## src/rtl/cc_pkg.sv

```systemverilog
// Shared constants and types for the cache-controller miss path.
// AXI burst encodings, line geometry and the miss-request FSM states.
package cc_pkg;

    localparam logic [1:0] AXI_BURST_INCR = 2'b01;
    localparam logic [1:0] AXI_BURST_WRAP = 2'b10;

    localparam int         CC_LINE_BEATS = 8;
    localparam logic [2:0] CC_BEAT_SIZE  = 3'b011;

    typedef enum logic {
        IDLE,
        REQ
    } cc_miss_req_state_t;

endpackage

```

## src/rtl/cc_txn_counter.sv

```systemverilog
// Saturating up/down counter of transactions in flight.
// Reused for any issue/complete pair (miss reads, write-backs).
module cc_txn_counter #(
    parameter  int MAX = 4,
    localparam int W   = $clog2(MAX + 1)
) (
    input  logic         clk,
    input  logic         rst_n,
    input  logic         inc,
    input  logic         dec,
    output logic [W-1:0] count,
    output logic         full
);

    localparam logic [W-1:0] MAX_W = W'(MAX);

    always_ff @(posedge clk or negedge rst_n) begin
        if (!rst_n) begin
            count <= '0;
        end else if (inc && !dec) begin
            if (count != MAX_W) count <= count + 1'b1;
        end else if (dec && !inc) begin
            if (count != '0) count <= count - 1'b1;
        end
    end

    assign full = (count >= MAX_W);

    // A completion with nothing in flight means the upstream bookkeeping is broken.
    a_no_underflow: assert property (
        @(posedge clk) disable iff (!rst_n)
        !(dec && !inc && count == '0)
    );

endmodule

```

## src/rtl/cc_miss_req_unit.sv

```systemverilog
// Miss request unit: one miss at a time -> AXI AR line burst + miss-address FIFO push.
// CC_CRITICAL_WORD_FIRST_EN selects doubleword-aligned WRAP bursts instead of line-aligned INCR.
module cc_miss_req_unit
    import cc_pkg::*;
#(
    parameter int MAX_OUTSTANDING = 4
) (
    input  logic        clk,
    input  logic        rst_n,
    input  logic        miss_req_valid_i,
    input  logic [31:0] miss_req_addr_i,
    output logic        miss_req_ready_o,
    output logic [31:0] mem_araddr_o,
    output logic [3:0]  mem_arlen_o,
    output logic [2:0]  mem_arsize_o,
    output logic [1:0]  mem_arburst_o,
    output logic        mem_arvalid_o,
    input  logic        mem_arready_i,
    input  logic        mem_rvalid_i,
    input  logic        mem_rready_i,
    input  logic        mem_rlast_i,
    input  logic        miss_addr_fifo_full_i,
    output logic        miss_addr_fifo_wren_o,
    output logic [31:0] miss_addr_fifo_wdata_o
);

    localparam int CNT_W = $clog2(MAX_OUTSTANDING + 1);

`ifdef CC_CRITICAL_WORD_FIRST_EN
    localparam logic [31:0] ADDR_MASK = 32'hFFFF_FFF8;
    localparam logic [1:0]  BURST     = AXI_BURST_WRAP;
`else
    localparam logic [31:0] ADDR_MASK = 32'hFFFF_FFC0;
    localparam logic [1:0]  BURST     = AXI_BURST_INCR;
`endif

    cc_miss_req_state_t state_q, state_d;
    logic [31:0]        addr_q, addr_d;
    logic [CNT_W-1:0]   outstanding;
    logic               cnt_full;
    logic               ar_hs;
    logic               r_last_hs;

    assign ar_hs     = mem_arvalid_o & mem_arready_i;
    assign r_last_hs = mem_rvalid_i & mem_rready_i & mem_rlast_i;

    always_ff @(posedge clk or negedge rst_n) begin
        if (!rst_n) begin
            state_q <= IDLE;
            addr_q  <= '0;
        end else begin
            state_q <= state_d;
            addr_q  <= addr_d;
        end
    end

    always_comb begin
        state_d               = state_q;
        addr_d                = addr_q;
        miss_req_ready_o      = 1'b0;
        mem_arvalid_o         = 1'b0;
        miss_addr_fifo_wren_o = 1'b0;
        unique case (state_q)
            IDLE: begin
                // Reset is folded in so ready is low during reset, not just after it.
                miss_req_ready_o = rst_n & !miss_addr_fifo_full_i & !cnt_full;
                if (miss_req_valid_i && miss_req_ready_o) begin
                    addr_d  = miss_req_addr_i & ADDR_MASK;
                    state_d = REQ;
                end
            end
            REQ: begin
                mem_arvalid_o = 1'b1;
                if (mem_arready_i) begin
                    miss_addr_fifo_wren_o = 1'b1;
                    state_d               = IDLE;
                end
            end
            default: state_d = IDLE;
        endcase
    end

    assign mem_araddr_o           = addr_q;
    assign miss_addr_fifo_wdata_o = addr_q;
    assign mem_arlen_o            = 4'(CC_LINE_BEATS - 1);
    assign mem_arsize_o           = CC_BEAT_SIZE;
    assign mem_arburst_o          = BURST;

    cc_txn_counter #(
        .MAX (MAX_OUTSTANDING)
    ) u_cnt (
        .clk   (clk),
        .rst_n (rst_n),
        .inc   (ar_hs),
        .dec   (r_last_hs),
        .count (outstanding),
        .full  (cnt_full)
    );

    a_no_push_when_full: assert property (
        @(posedge clk) disable iff (!rst_n)
        !(miss_addr_fifo_wren_o && miss_addr_fifo_full_i)
    );

endmodule
```

## config.mk

```make
export PLATFORM = sky130hd
export DESIGN_NAME = cc_miss_req_unit
export DESIGN_NICKNAME = d
export VERILOG_FILES = /design/src/rtl/cc_pkg.sv /design/src/rtl/cc_txn_counter.sv /design/src/rtl/cc_miss_req_unit.sv
export SDC_FILE = /design/constraint.sdc
export NUM_CORES = 1
export LEC_CHECK = 0
export CAP_MARGIN = 30
export CORE_MARGIN = 10
export CORE_UTILIZATION = 62
export CTS_CLUSTER_SIZE = 30
export DETAILED_ROUTE_END_ITERATION = 16
export DONT_BUFFER_PORTS = 1
export PLACE_DENSITY = 0.74
export SLEW_MARGIN = 20
export SYNTH_ARGS = -nofsm -noshare
export SYNTH_HDL_FRONTEND = slang
export SYNTH_SLANG_ARGS = --single-unit
export TNS_END_PERCENT = 30
```

## constraint.sdc

```tcl
create_clock -name clk -period 1.9 [get_ports clk]
set_input_delay 0.38 -clock clk [delete_from_list [all_inputs] [get_ports clk]]
set_output_delay 0.38 -clock clk [all_outputs]
set_load 0.01 [all_outputs]
```

==> results of run 1 <==
==> cells by family (layout without fill, tap and decap cells) <==
logic type,Yosys count,after routing
AOI/OAI and AO/OA,8,8
xor gates and xnor gates,2,2
adders and majority gates,1,1
buffers and inverters,55,16
DFF,30,30
muxes,27,27
other,2,21
and+or+nand+nor,14,14
==> worst paths after layout <==
check	start	end	slack, ns
max in group asynchronous	rst_n	state_q$_DFF_PN0_	1.21
setup / recovery	u_cnt.count[2]$_DFFE_PN0P_	miss_req_ready_o	0.19
hold reg to reg	u_cnt.count[2]$_DFFE_PN0P_	u_cnt.count[2]$_DFFE_PN0P_	0.67
min in group asynchronous	rst_n	mem_araddr_o[19]$_DFFE_PN0P_	0.51
setup reg to reg	u_cnt.count[2]$_DFFE_PN0P_	mem_araddr_o[22]$_DFFE_PN0P_	0.24
hold / removal	mem_arready_i	state_q$_DFF_PN0_	0.16
==> layout by cell type (no fill, tap or decap) <==
cell type      netlist  routed
a2111oi_0            1       1
a21boi_0             1       1
a21oi_1              1       1
and3_1               1       1
and3b_1              1       1
buf_12               0       1
buf_4               47       2
clkbuf_4             0       5
clkbuf_8             0       1
clkinv_2             0       1
clkinvlp_4           0       1
conb_1               2      21
dfrtp_1             30      29
dfrtp_2              0       1
dlygate4sd3_1        0       1
ha_1                 1       1
inv_1                4       4
mux2_2               8       8
mux2_4              19      19
nand2_1              1       1
nand2_4              1       1
nand3_1              1       1
nand4_1              1       1
nand4b_1             1       1
nor2_1               2       2
nor3_1               3       3
nor4_1               1       1
nor4b_4              1       1
o211ai_1             1       1
o21ai_0              2       2
o31a_1               1       1
o41ai_1              1       1
xnor2_1              2       2
==> layer usage <==
metal  share of wire  vias up  GRT usage
li1                -      360          -
met1            0.36      386     0.1235
met2            0.51       66     0.1946
met3            0.12        4    0.06395
met4           0.015        0    0.05696
met5               0        -          0
==> stage by stage <==
| step | hold WS (ns) | power [mW] | setup WS [ns] |
|---|---|---|---|
| detailed placement | 0.08542 | 2.154 | 0.2110 |
| floorplan | 0.08441 | 2.384 | 0.2673 |
| finish | 0.1555 | 2.531 | 0.1919 |
| global route | 0.1467 | 2.722 | 0.08293 |
| CTS | 0.1382 | 2.579 | 0.1689 |
| global placement | 0.08529 | 2.102 | 0.2567 |
==> final cells by class <==
cell class,count,share of cell area
clock buffers,6,0.03293
clock inverters,2,0.008032
inverters,4,0.009639
multi-input cells,73,0.4129
flip-flops and latches,30,0.4827
well taps,31,0.02490
repair buffers,4,0.02892
==> timing repair <==
action                                 in CTS  in global routing
endpoints found under the hold margin      30                  0
hold buffers                                2                  0
gates resized for setup                     0                  1
setup endpoints to repair                   0                  2
==> report_power, final <==
| group | total [mW] | switching [mW] | internal (mW) | leakage [nW] |
|---|---|---|---|---|
| clock | 0.391 | 0.213 | 0.178 | 0.0343 |
| sequential | 1.54 | 0.611 | 0.931 | 0.358 |
| combinational | 0.598 | 0.194 | 0.403 | 0.387 |
==> sequential cells by signal, summed over array words and instances, names as in the netlist <==
| signal | flops |
|---|---|
| state_q | 1 |
| u_cnt.count | 3 |
| mem_araddr_o | 26 |
==> worst reg2reg max path, delay by kind of cell, from the launching register on <==
kind             cells  cell delay, ns
DFF                  1            0.46
and+or+nand+nor      2            0.69
muxes                1            0.41
==> metrics.cfg, run 1 <==
[outcome]
status = finished clean

[setup_path]
path_class = register to primary output
end_kind = primary output
crit_family = flip-flops
path_cells = nor4b_4, buf_4
cp.arrival_ns = 1.33
crit_path_start_kind = register
cp_max_fo = 6
worst_path_max_delay_cell = dfrtp_1
required_ns = 1.52
crit_cells = 2
crit_buf_inv = 1
critPathMaxStageDelay_ns = 0.46
reg2reg_depth = 3

[clock_tree]
cts_tree = built
clk_pin_slew_ns = 0.08
cts_inserted_buffers = 5
cts_setup_buffers = 0
cts_max_path_buffers = 2
insertion_delay_ns = 0.32
clock-sinks = 30
htreeDepth = 2
cts_root_buf = clkbuf_4

[synthesis]
ys_seq_area_frac = 0.4360
synthArstFlopShare = 1.000
synth_top_family_by_area = buffers and inverters
synthAdderAreaFrac = 0.007267
ys_warn_count = 0
synth.distinct_cells = 29
yosysMostFrequentCell = buf_4
synth_top_area_cell = dfrtp_1
synth_cells = 139
synth.area.top_cells = dfrtp_1 44%, buf_4 20%, mux2_4 17%
synth_compound_area_frac = 0.03270
synth_area_per_cell_um2 = 12.39
ys_ff_latch = 30
synthSimpleGateAreaFrac = 0.05959
syn-cell-area_um2 = 1722
synth_common_cells = 47 x buf_4, 30 x dfrtp_1, 19 x mux2_4, 8 x mux2_2, 4 x inv_1
synthFlopType = dfrtp_1
muxShareOfSynthArea = 0.2180
synth_xor_area_frac = 0.01017
synth_top_area_frac = 0.4360
synth_edf_count = 0

[grt]
antenna_found_initial = 0
grt-ovfl-total = 0
grt_max_degree = 31
grt_pass1_wl_mm = 4.912
grt_use_total = 0.1197
grt_pass1_vias = 895

[final_layout]
finalNonFillerCells = 150
utilization = 0.5748
layout-drive-gt1-share = 0.3445
fin_nets = 159
area_growth_pct = -9.521
ff_latch_area_um2 = 752.0
design_area_um2 = 1558
antenna_cells = 0
multiInputGateArea_um2 = 643.1
fillers = 227

[drt]
drt-total-wl_mm = 3.333
drtIter0Drc = 36
routed_via_density = 5.440
wl_per_cell_um = 22.22
first_pass_iters = 3
via_count = 816
drc_errors = 0
ant_nets = 0

[floorplan]
core_area_um2 = 2710
rows = 19
die_width_um = 72.70
die_area_um2 = 5285
die_h_um = 72.70
ios = 116
initial_core_util = 0.6353

[sta]
setup-violations-final = 0
slew_viol_final = 0
min_period_over_period = 0.8990
fin_worst_skew_ns = 0.009329
period_minus_slack_ns = 1.708
tns_ns = 0
rsz0062_at_grt = no
max_freq_ghz = 0.5855
hold_viol_final = 0

[place]
place_hpwl_mm = 2.534
dpl_cell_area_um2 = 1463
placed_cells = 140
portBuffers = 0
place_congestion = 0.6037

[hold_path]
worstHoldPathType = input pin to register
min_path_cells = 1

[pwr]
p_per_area_nw_per_um2 = 1625
irDropWorstVdd_mv = 1.202
leakage_nw = 0.7794

[flow_run]
maxCapViolations = 0

Note: power is estimated with default switching activity, not from simulation.
==> inputs of run 2 (changes only) <==
--- a/config.mk
+++ b/config.mk
@@ -12,6 +12,7 @@
 export DETAILED_ROUTE_END_ITERATION = 16
 export DONT_BUFFER_PORTS = 1
 export PLACE_DENSITY = 0.74
+export REMOVE_ABC_BUFFERS = 1
 export SLEW_MARGIN = 20
 export SYNTH_ARGS = -nofsm -noshare
 export SYNTH_HDL_FRONTEND = slang
==> run 2 against run 1 <==
  * Wire length is 2.2% higher
  * First-iteration DRC count increased by 33%
  * Cell count is the same
  * Critical path type unchanged
  * Non-clock buffer count stayed put
  * Largest power group unchanged
  * Critical endpoint unchanged
==> metrics.cfg, run 2 (synthesized netlist as in run 1, its figures left out) <==
[pwr]
p_per_area_nw_per_um2 = 1633  ; was 1625 nW/um2
intPower_mw = 1.513  ; was 1.512 mW
power.total_mw = 2.535  ; was 2.531 mW
combPwrFrac = 0.236  ; about the same
p_sw_frac = 0.4031  ; was 0.4026
irDropWorstVdd_mv = 1.023  ; was 1.202 mV
leakage_nw = 0.7819  ; was 0.7794 nW
clkPwrFrac = 0.152  ; was 0.154
p_switching_mw = 1.022  ; was 1.019 mW
seqPwrFrac = 0.613  ; was 0.609

[sta]
slew_viol_final = 0  ; unchanged
tns_ns = 0  ; unchanged
whs_ns = 0.1497  ; was 0.1555 ns
hold_viol_final = 0  ; unchanged
setup-violations-final = 0  ; unchanged
min_period_over_period = 0.9058  ; was 0.8990
rsz0062_at_grt = no  ; unchanged
fin_worst_skew_ns = 0.006414  ; was 0.009329 ns
worst_slack_ns = 0.1789  ; was 0.1919 ns
max_freq_ghz = 0.5810  ; was 0.5855 GHz
period_minus_slack_ns = 1.721  ; was 1.708 ns

[hold_path]
worstHoldPathType = input pin to register  ; unchanged

[grt]
grt_pass1_vias = 915  ; was 895
grt_max_degree = 31  ; unchanged
grt_pass1_wl_mm = 5.106  ; was 4.912 mm
grt-ovfl-total = 0  ; unchanged
antenna_found_initial = 0  ; unchanged
grt_use_total = 0.1248  ; was 0.1197

[setup_path]
end_kind = primary output  ; unchanged
path_class = register to primary output  ; unchanged
crit_path_start_kind = register  ; unchanged
cp_max_fo = 6  ; unchanged
required_ns = 1.52  ; about the same
cp.arrival_ns = 1.34  ; was 1.33 ns

[clock_tree]
insertion_delay_ns = 0.32  ; about the same
clk_pin_slew_ns = 0.09  ; was 0.08 ns
cts_setup_buffers = 0  ; unchanged
htreeDepth = 2  ; unchanged
cts_inserted_buffers = 5  ; unchanged
cts_resized = 0  ; unchanged
cts_root_buf = clkbuf_4  ; unchanged
cts-hold-fix-buffers = 2  ; unchanged
clock-sinks = 30  ; unchanged
cts_tree = built  ; unchanged
cts_max_path_buffers = 2  ; unchanged

[drt]
wl_per_cell_um = 22.71  ; was 22.22 um
first_pass_iters = 4  ; was 3
via_count = 821  ; was 816
drtIter0Drc = 48  ; was 36
routed_via_density = 5.473  ; was 5.440
ant_nets = 0  ; unchanged
drc_errors = 0  ; unchanged
drt-total-wl_mm = 3.407  ; was 3.333 mm

[final_layout]
fin_nets = 159  ; unchanged
fillers = 226  ; was 227
design_area_um2 = 1553  ; was 1558 um2
mostFrequentLayoutCells = 30 x dfrtp_1, 21 x conb_1, 19 x mux2_4, 8 x mux2_2, 5 x clkbuf_4  ; was 29 x dfrtp_1, 21 x conb_1, 19 x mux2_4, 8 x mux2_2, 5 x clkbuf_4
area_growth_pct = -9.811  ; was -9.521%
layout-drive-gt1-share = 0.3277  ; was 0.3445
antenna_cells = 0  ; unchanged
largest_reg_flops = 26  ; unchanged
mostFrequentLayoutCell = dfrtp_1  ; unchanged
ff_latch_area_um2 = 750.7  ; was 752.0 um2
multiInputGateArea_um2 = 643.1  ; unchanged

[floorplan]
die_h_um = 72.70  ; unchanged
die_width_um = 72.70  ; unchanged
die_area_um2 = 5285  ; unchanged
core_area_um2 = 2710  ; unchanged
initial_core_util = 0.6353  ; unchanged
rows = 19  ; unchanged
ios = 116  ; unchanged

[place]
place_hpwl_mm = 2.493  ; was 2.534 mm
place_congestion = 0.7813  ; was 0.6037
portBuffers = 0  ; unchanged
preCtsSetupSlack_ns = 0.2147  ; was 0.2110 ns
dpl_cell_area_um2 = 1463  ; unchanged

[flow_run]
maxCapViolations = 0  ; unchanged

[outcome]
status = finished clean  ; unchanged

[run 2: cell type report]
class / instances / area share
clock buffer: 7 / 0.03546
clock inverter: 1 / 0.003223
inverter: 4 / 0.009670
multi-input combinational: 73 / 0.4142
sequential: 30 / 0.4835
tap: 31 / 0.02498
timing repair buffer: 4 / 0.02901
[run 2: per-stage QoR]
step                instances  utilization
global route              150       0.5729
CTS                       150       0.5729
global placement          140       0.5397
floorplan                 107            -
finish                    150       0.5729
detailed placement        140       0.5397
[run 2: power by group through the flow]
stage | sequential (mW) | clock [mW] | combinational, mW
finish | 1.55 | 0.384 | 0.598
global route | 1.62 | 0.437 | 0.662
CTS | 1.56 | 0.405 | 0.604
detailed placement | 1.57 | 0 | 0.578
global placement | 1.55 | 0 | 0.554
floorplan | 1.46 | 0 | 0.517
[run 2: critical path, cell delays in order, from the launching register on]
cell	delay, ns
dfrtp_1	0.47
nor4b_4	0.37
buf_4	0.18
[run 2: worst paths after layout]
check / from / end / slack (ns) / cells after the start
max reg2reg: state_q$_DFF_PN0_ / u_cnt.count[2]$_DFFE_PN0P_ / 0.21 / 7
min reg2reg: u_cnt.count[0]$_DFFE_PN0P_ / u_cnt.count[0]$_DFFE_PN0P_ / 0.66 / 1
max in group asynchronous: rst_n / mem_araddr_o[29]$_DFFE_PN0P_ / 1.24 / 2
min in group asynchronous: rst_n / mem_araddr_o[21]$_DFFE_PN0P_ / 0.50 / 2
max: u_cnt.count[2]$_DFFE_PN0P_ / miss_req_ready_o / 0.18 / 2
min: mem_arready_i / state_q$_DFF_PN0_ / 0.15 / 1
[run 2: routing by layer]
metal,up-vias,global-route usage,share of wire
met1,401,0.1296,0.35
met3,8,0.05306,0.10
met4,0,0.06540,0.020
li1,358,-,-
met2,54,0.2091,0.53
met5,-,0,0
==> inputs of run 3 (changes only) <==
--- a/config.mk
+++ b/config.mk
@@ -11,6 +11,7 @@
 export CTS_CLUSTER_SIZE = 30
 export DETAILED_ROUTE_END_ITERATION = 16
 export DONT_BUFFER_PORTS = 1
+export MAX_ROUTING_LAYER = met4
 export PLACE_DENSITY = 0.74
 export REMOVE_ABC_BUFFERS = 1
 export SLEW_MARGIN = 20
==> run 3 against run 2 <==
  * Die area unchanged
  * Clock-buffer cell count unchanged
  * Clock skew about the same
  * Fmax down 0.32%
  * Via count up 0.49%
  * Global-route usage up 0.36 points
  * Combinational power about the same
  * Critical path type unchanged
  * Highest routed layer unchanged
==> metrics.cfg, run 3 (synthesized netlist as in run 1, its figures left out) <==
[outcome]
status = finished clean  ; unchanged

[grt]
grt_use_total = 0.1284  ; was 0.1248
grt_pass1_wl_mm = 5.106  ; unchanged
antenna_found_initial = 0  ; unchanged
grt_max_degree = 31  ; unchanged
grt_pass1_vias = 909  ; was 915
grt-ovfl-total = 0  ; unchanged

[setup_path]
reg2reg_depth = 7  ; unchanged
worstReg2RegStart = state_q$_DFF_PN0_  ; unchanged
worst_path_max_delay_cell = dfrtp_1  ; unchanged
end_kind = primary output  ; unchanged
path_class = register to primary output  ; unchanged
crit_path_start_kind = register  ; unchanged
cp_max_fo = 6  ; unchanged
cp.arrival_ns = 1.35  ; was 1.34 ns
path_cells = nor4b_4, buf_4  ; unchanged
critPathMaxStageDelay_ns = 0.47  ; about the same
required_ns = 1.52  ; about the same
crit_start = u_cnt.count[2]$_DFFE_PN0P_  ; unchanged

[place]
placed_cells = 140  ; unchanged
preCtsSetupSlack_ns = 0.2147  ; unchanged
place_congestion = 0.7921  ; was 0.7813
place_hpwl_mm = 2.493  ; unchanged
portBuffers = 0  ; unchanged

[hold_path]
min_path_cells = 1  ; unchanged
worstHoldPathType = input pin to register  ; unchanged
min_from = mem_arready_i  ; unchanged

[floorplan]
die_width_um = 72.70  ; unchanged
rows = 19  ; unchanged
initial_core_util = 0.6353  ; unchanged
ios = 116  ; unchanged
core_area_um2 = 2710  ; unchanged
die_area_um2 = 5285  ; unchanged
die_h_um = 72.70  ; unchanged

[pwr]
irDropWorstVdd_mv = 1.024  ; was 1.023 mV
p_per_area_nw_per_um2 = 1633  ; about the same
leakage_nw = 0.7819  ; unchanged

[final_layout]
largest_reg_flops = 26  ; unchanged
antenna_cells = 0  ; unchanged
mostFrequentLayoutCells = 30 x dfrtp_1, 21 x conb_1, 19 x mux2_4, 8 x mux2_2, 5 x clkbuf_4  ; unchanged
finalNonFillerCells = 150  ; unchanged
mostFrequentLayoutCell = dfrtp_1  ; unchanged
layout-drive-gt1-share = 0.3277  ; unchanged
utilization = 0.5729  ; unchanged
area_growth_pct = -9.811  ; unchanged
fin_nets = 159  ; unchanged

[sta]
whs_ns = 0.1557  ; was 0.1497 ns
max_freq_ghz = 0.5792  ; was 0.5810 GHz
min_period_over_period = 0.9087  ; was 0.9058
hold_viol_final = 0  ; unchanged
setup-violations-final = 0  ; unchanged
rsz0062_at_grt = no  ; unchanged
tns_ns = 0  ; unchanged
slew_viol_final = 0  ; unchanged
fin_worst_skew_ns = 0.006257  ; was 0.006414 ns
worst_slack_ns = 0.1735  ; was 0.1789 ns
period_minus_slack_ns = 1.727  ; was 1.721 ns

[drt]
first_pass_iters = 4  ; unchanged
wl_per_cell_um = 22.76  ; was 22.71 um
drc_errors = 0  ; unchanged
drt-total-wl_mm = 3.414  ; was 3.407 mm
via_count = 825  ; was 821
ant_nets = 0  ; unchanged
drtIter0Drc = 48  ; unchanged
routed_via_density = 5.500  ; was 5.473

[clock_tree]
cts_root_buf = clkbuf_4  ; unchanged
cts_tree = built  ; unchanged
htreeDepth = 2  ; unchanged
cts_max_path_buffers = 2  ; unchanged
clk_pin_slew_ns = 0.09  ; about the same
insertion_delay_ns = 0.32  ; about the same
cts_setup_buffers = 0  ; unchanged
clock-sinks = 30  ; unchanged
cts_inserted_buffers = 5  ; unchanged

[flow_run]
maxCapViolations = 0  ; unchanged

==> run 3: final cells by class <==
class | count | area [um2]
Tap cell | 31 | 38.79
Clock buffer | 7 | 55.05
Fill cell | 226 | 1157
Inverter | 4 | 15.01
Clock inverter | 1 | 5.005
Sequential cell | 30 | 750.7
Multi-Input combinational cell | 73 | 643.1
Timing Repair Buffer | 4 | 45.04
==> run 3: where the power goes <==
| group | leakage [nW] | total, mW | switching [mW] | internal, mW |
|---|---|---|---|---|
| clock network | 0.0353 | 0.384 | 0.205 | 0.179 |
| logic | 0.387 | 0.598 | 0.194 | 0.404 |
| registers | 0.360 | 1.55 | 0.624 | 0.930 |
| total | 0.782 | 2.54 | 1.02 | 1.51 |
==> run 3: worst paths after layout <==
check	endpoint	slack (ns)
setup / recovery	miss_req_ready_o	0.17
max in group asynchronous	mem_araddr_o[29]$_DFFE_PN0P_	1.24
hold reg to reg	u_cnt.count[0]$_DFFE_PN0P_	0.65
setup reg to reg	u_cnt.count[2]$_DFFE_PN0P_	0.21
min in group asynchronous	mem_araddr_o[21]$_DFFE_PN0P_	0.50
hold / removal	state_q$_DFF_PN0_	0.16
==> run 3: stage by stage <==
stage,total power [mW],instance area (um2)
after floorplan,1.972,1409
after global placement,2.107,1463
after detailed placement,2.150,1463
after CTS,2.569,1553
after global routing,2.720,1553
final,2.536,1553
==> run 3: critical path, delay by kind of cell (launching register included) <==
kind	cells	cell delay [ns]
buf+inv	1	0.18
flops	1	0.47
simple gates	1	0.38
==> run 3: repair_timing <==
action / 4_1_cts / 5_1_grt
endpoints found under the hold margin: 30 / 0
gates resized for setup: 0 / 0
hold buffers: 2 / 0
==> run 3: per-layer routing <==
metal | vias up | wire (um) | GRT usage
li1 | 358 | - | -
met3 | 6 | 317 | 0.04898
met5 | - | 0 | -
met4 | 0 | 48 | 0.05907
met1 | 408 | 1201 | 0.1320
met2 | 53 | 1847 | 0.2119
